==> config.mk <==
export PLATFORM = sky130hd
export DESIGN_NAME = id_ex_skid_reg
export DESIGN_NICKNAME = d
export VERILOG_FILES = /design/src/rtl/pipe_pkg.sv /design/src/rtl/fwd_mux.sv /design/src/rtl/id_ex_skid_reg.sv
export SDC_FILE = /design/constraint.sdc
export NUM_CORES = 1
export LEC_CHECK = 0
export CORE_UTILIZATION = 23
export CTS_CLUSTER_DIAMETER = 120
export DETAILED_ROUTE_END_ITERATION = 6
export SKIP_LAST_GASP = 1
export SLEW_MARGIN = 20
export SYNTH_ARGS = -nofsm -noshare
export SYNTH_HDL_FRONTEND = slang
export SYNTH_SLANG_ARGS = --single-unit
==> constraint.sdc <==
create_clock -name clk -period 26.1 [get_ports clk]
set_clock_uncertainty 0.2 [all_clocks]
set_input_delay 7.83 -clock clk [delete_from_list [all_inputs] [get_ports clk]]
set_output_delay 7.83 -clock clk [all_outputs]
set_load 0.01 [all_outputs]
==> src/rtl/pipe_pkg.sv <==
// Shared definitions for the decode/execute boundary: control-field layout,
// the bubble encoding and the operand-forwarding source numbering.
package pipe_pkg;

   // Destination register index width (32 architectural registers)
   localparam int REG_W = 5;

   // Field layout inside the packed control word
   localparam int CTRL_RF_WSEL_LSB = 0;
   localparam int CTRL_RF_WSEL_W   = 2;
   localparam int CTRL_RF_WE_LSB   = 2;
   localparam int CTRL_ALUB_LSB    = 3;
   localparam int CTRL_ALU_OP_LSB  = 4;
   localparam int CTRL_ALU_OP_W    = 4;
   localparam int CTRL_RAM_WE_LSB  = 8;
   localparam int CTRL_NPC_OP_LSB  = 9;
   localparam int CTRL_NPC_OP_W    = 3;

   // An all-zero control word writes neither the register file nor RAM
   localparam logic [15:0] CTRL_BUBBLE = '0;

   // Forwarding source numbering as seen on fwd_sel
   typedef enum logic [2:0] {
      FWD_RF   = 3'd0,
      FWD_EX   = 3'd1,
      FWD_MEM  = 3'd2,
      FWD_WB   = 3'd3,
      FWD_LOAD = 3'd4
   } fwd_src_e;

endpackage

==> src/rtl/fwd_mux.sv <==
// Operand bypass select: 0 keeps the register-file value, 1..NFWD pick a
// bypass source; any larger select value falls back to the register file.
module fwd_mux
   import pipe_pkg::*;
#(
   parameter int DATA_W = 32,
   parameter int NFWD   = 4,
   parameter int SEL_W  = 3
) (
   input  logic [DATA_W-1:0]      rf_data,
   input  logic [NFWD*DATA_W-1:0] fwd_data,
   input  logic [SEL_W-1:0]       sel,
   output logic [DATA_W-1:0]      y
);

   // Default to the register-file read, override on a matching bypass source
   always_comb begin
      y = rf_data;
      for (int j = int'(FWD_EX); j <= NFWD; j++) begin
         if (sel == SEL_W'(j)) begin
            y = fwd_data[(j-1)*DATA_W +: DATA_W];
         end
      end
   end

endmodule

==> src/rtl/id_ex_skid_reg.sv <==
// ID/EX pipeline register with valid/ready handshake and a one-deep skid
// entry behind the main entry. Operands are bypass-resolved as they are
// captured, so the execute stage only ever sees final operand values.
module id_ex_skid_reg
   import pipe_pkg::*;
#(
   parameter int DATA_W = 32,
   parameter int CTRL_W = 16,
   parameter int NOPS   = 2,
   parameter int NFWD   = 4,
   parameter int SEL_W  = 3
) (
   input  logic                   clk,
   input  logic                   rst,
   input  logic                   flush,
   input  logic                   in_valid,
   output logic                   in_ready,
   input  logic [DATA_W-1:0]      in_pc,
   input  logic [CTRL_W-1:0]      in_ctrl,
   input  logic [DATA_W-1:0]      in_imm,
   input  logic [REG_W-1:0]       in_wr,
   input  logic [NOPS*DATA_W-1:0] in_op,
   input  logic [NFWD*DATA_W-1:0] fwd_data,
   input  logic [NOPS*SEL_W-1:0]  fwd_sel,
   output logic                   out_valid,
   input  logic                   out_ready,
   output logic [DATA_W-1:0]      out_pc,
   output logic [CTRL_W-1:0]      out_ctrl,
   output logic [DATA_W-1:0]      out_imm,
   output logic [REG_W-1:0]       out_wr,
   output logic [NOPS*DATA_W-1:0] out_op
);

   // Packed payload layout, LSB first: ops, wr, imm, ctrl, pc
   localparam int OPS_W    = NOPS * DATA_W;
   localparam int WR_LSB   = OPS_W;
   localparam int IMM_LSB  = WR_LSB + REG_W;
   localparam int CTRL_LSB = IMM_LSB + DATA_W;
   localparam int PC_LSB   = CTRL_LSB + CTRL_W;
   localparam int PAY_W    = PC_LSB + DATA_W;

   logic [OPS_W-1:0] fwd_ops_p0;
   logic [PAY_W-1:0] in_pay_p0;
   logic [PAY_W-1:0] main_p1;
   logic [PAY_W-1:0] skid_p1;
   logic             main_vld_p1;
   logic             skid_vld_p1;
   logic             accept;
   logic             fire;

   // ---- stage p0: bypass resolution and payload packing ----
   for (genvar k = 0; k < NOPS; k++) begin : g_fwd
      fwd_mux #(
         .DATA_W (DATA_W),
         .NFWD   (NFWD),
         .SEL_W  (SEL_W)
      ) u_fwd_mux (
         .rf_data  (in_op[k*DATA_W +: DATA_W]),
         .fwd_data (fwd_data),
         .sel      (fwd_sel[k*SEL_W +: SEL_W]),
         .y        (fwd_ops_p0[k*DATA_W +: DATA_W])
      );
   end

   assign in_pay_p0 = {in_pc, in_ctrl, in_imm, in_wr, fwd_ops_p0};

   // in_ready comes from a register only, so out_ready never reaches it
   assign in_ready = !skid_vld_p1;
   assign accept   = in_valid && in_ready;
   assign fire     = main_vld_p1 && out_ready;

   // ---- stage p1: main and skid entries ----
   // Main refills from skid first, then from the input, else becomes a zeroed bubble;
   // skid only captures when main is stalled. Flush discards everything.
   always_ff @(posedge clk or posedge rst) begin
      if (rst) begin
         main_vld_p1 <= 1'b0;
         skid_vld_p1 <= 1'b0;
         main_p1     <= '0;
         skid_p1     <= '0;
      end else if (flush) begin
         main_vld_p1 <= 1'b0;
         skid_vld_p1 <= 1'b0;
         main_p1     <= '0;
         skid_p1     <= '0;
      end else if (!main_vld_p1 || fire) begin
         if (skid_vld_p1) begin
            main_p1     <= skid_p1;
            main_vld_p1 <= 1'b1;
            skid_vld_p1 <= 1'b0;
         end else if (accept) begin
            main_p1     <= in_pay_p0;
            main_vld_p1 <= 1'b1;
         end else begin
            main_p1     <= '0;
            main_vld_p1 <= 1'b0;
         end
      end else if (accept) begin
         skid_p1     <= in_pay_p0;
         skid_vld_p1 <= 1'b1;
      end
   end

   assign out_valid = main_vld_p1;
   assign out_pc    = main_p1[PC_LSB   +: DATA_W];
   assign out_ctrl  = main_p1[CTRL_LSB +: CTRL_W];
   assign out_imm   = main_p1[IMM_LSB  +: DATA_W];
   assign out_wr    = main_p1[WR_LSB   +: REG_W];
   assign out_op    = main_p1[0        +: OPS_W];

endmodule
==> flow_metrics.py <==
metrics = {
    "global_route": {
        "grt_max_degree": 97,
        "grt_pass1_wl_um": 98500,
        "grt_pass1_vias": 15625,
        "grt-ovfl-total": 0,
        "antenna_found_initial": 7,
        "grtUsageTotal": 0.181,
    },
    "cts": {
        "cts_buffer_depth": 3,
        "clk_pin_slew_ns": 0.06,
        "clk_latency_ns": 0.56,
        "postCtsSetupBuffers": 0,
        "cts_root_buf": "clkbuf_16",
        "clock-sinks": 300,
        "numCtsBuffers": 37,
        "hold_buffers": 0,
        "htreeDepth": 2,
        "cts.repair.resized": 0,
        "cts_tree": "built",
    },
    "layout": {
        "num_antenna_cells": 0,
        "nets": 2270,
        "fill_cells": 6897,
        "seq_area_um2": 7510,
        "syn_to_final_growth_pct": 39.2,
        "multiInputGateArea_um2": 7570,
        "instances_no_fill": 2891,
        "layout-drive-gt1-share": 0.102,
        "most-common-layout-cells": "clkdlybuf4s50_1, dfrtp_1, o21ai_0",
        "final_common_cell": "clkdlybuf4s50_1",
    },
    "drt": {
        "top_layer_used": "met5",
        "met3_length_um": 5470,
        "met1_length_um": 28000,
        "wl_met2_um": 30400,
        "wl_per_cell_um": 22.6,
        "drc": 0,
        "via_per_inst": 5.40,
        "routed_wl_um": 65400,
        "drt_first_pass_iters": 5,
        "vias": 15606,
        "drt_first_iter_violations": 1413,
        "antenna_left": 0,
    },
    "synth": {
        "synth-seq-cells": 300,
        "synth_edf_count": 0,
        "synth_ff_type": "dfrtp_1",
        "async_reset_ff_frac": 1.00,
        "avgSynthCellArea_um2": 9.57,
        "ys_warn_count": 0,
        "syn-num-nets": 1949,
        "syn_inst": 1661,
        "ys_types": 34,
        "seq_area_frac_synth": 0.472,
        "syn_area_um2": 15900,
    },
    "setup_path": {
        "crit_path_end_kind": "flip-flop",
        "r2r_slack_ns": 22.60,
        "reg2regPathDepth": 5,
        "required_ns": 26.36,
        "critPathTopFamily": "buffers and inverters",
        "crit_fanout": 55,
        "worstSetupStartpoint": "out_ready",
        "worst_path_most_repeated_cell": "buf_4",
        "crit_chain": "clkdlybuf4s50_1, nand2b_4, buf_4, buf_4, and3_1, a21oi_1, o22ai_1",
        "r2r-end": "skid_p1[113]",
        "cpPeakStageDelay_ns": 0.72,
        "worstReg2RegStart": "skid_vld_p1",
        "cp.arrival_ns": 10.82,
        "critPathLaunchType": "input port",
        "critPathSlowestCell": "buf_4",
        "critPathKind": "in -> reg",
        "path_buf_inv": 3,
    },
    "timing": {
        "worstMarginPinSlew_ns": 1.13,
        "fin_hold_ws_ns": 0.277,
        "rsz0062_at_grt": "false",
        "tns_ns": 0,
        "setup_viol": 0,
        "hold_violations": 0,
        "finalCritPeriodShare": 0.405,
        "slew_headroom": 0.249,
        "max_freq_mhz": 94.7,
        "drv_slew": 0,
        "fin_crit_ns": 10.56,
    },
    "place": {
        "dp.cells": 2825,
        "gp_congestion": 0.839,
        "dp_hpwl_um": 42400,
        "port_buffers": 438,
    },
    "floorplanning": {
        "core-area_um2": 68500,
        "ios": 439,
        "fp.dieW_um": 265,
        "die_area_um2": 70200,
        "initial_core_util": 0.232,
        "rows": 96,
        "die_h_um": 265,
    },
    "run_status": {
        "outcome": "finished clean",
    },
    "hold_path": {
        "min_from": "skid_p1[24]",
        "holdPathEnd": "skid_p1[24]",
        "min_path_cells": 2,
        "hp-class": "reg -> reg",
    },
    "pwr": {
        "ir_drop_mv": 0.0348,
        "powerDensity_nw_per_um2": 58.3,
        "p_leak_uw": 0.00930,
    },
    "flow_run": {
        "drv_cap": 0,
    },
}
==> synth_stat cells, types with 35 or more instances <==
cell type  count  area (µm²)
mux2i_1       64         641
nor2_1        87         327
and3_1       112         701
buf_2         44         220
clkbuf_1     101         379
a211oi_1      80         601
a22o_1        85         744
a21oi_1       97         485
dfrtp_1      300        7510
nor2b_1       35         219
o21ai_0      132         661
nor3_1        86         430
nand2_1       98         368
==> worst max-delay path by stage <==
stage,endpoint,slack (ns),depth (start not counted)
after detailed placement,skid_vld_p1,14.94,4
after floorplan,main_p1[0],9.78,1
after CTS,main_p1[25],15.55,7
after global routing,skid_vld_p1,15.22,4
final,main_p1[25],15.54,7
after global placement,main_p1[27],15.00,7
==> cell type report <==
cell class | count | area share
Clock buffer | 50 | 0.0490
Inverter | 3 | 0.000848
Multi-Input combinational cell | 1173 | 0.342
Timing Repair Buffer | 467 | 0.207
Sequential cell | 300 | 0.339
Clock inverter | 16 | 0.0122
Tap cell | 882 | 0.0499
==> power by group <==
| part | switching (µW) | leakage, µW | internal (µW) |
|---|---|---|---|
| combinational | 117 | 0.00455 | 104 |
| sequential | 13.1 | 0.00409 | 485 |
| clock | 219 | 0.000661 | 353 |
| total | 349 | 0.00930 | 942 |
==> registers in the layout, summed over array words and instances, names as in the netlist <==
signal,cells
main_p1,149
out_valid,1
skid_p1,149
skid_vld_p1,1
==> per-stage QoR <==
step	area, µm²	util	worst slack, ns	power (µW)
after floorplan	15900	-	9.78	608
after global placement	20800	0.303	15.00	724
after detailed placement	20800	0.303	14.94	728
after CTS	22100	0.323	15.55	1310
after global routing	22100	0.323	15.22	1340
final	22100	0.323	15.54	1290
==> metal layers <==
metal,global-route usage,vias up
li1,-,6913
met1,0.233,7895
met2,0.291,680
met3,0.0538,108
met4,0.0531,10
met5,0,-
==> cells by family after synthesis <==
kind of cell,share of synthesized area
AO/OA/AOI/OAI,0.278
AND/OR/NAND/NOR,0.156
flip-flops,0.472
buffers and inverters,0.0540
multiplexers,0.0403
==> tightest hold or removal path: stages, from the launching register on <==
cell and delay, ns:
dfrtp_1 0.33, nand2_1 0.04, o21ai_0 0.06
(Power assumes the default switching activity.)
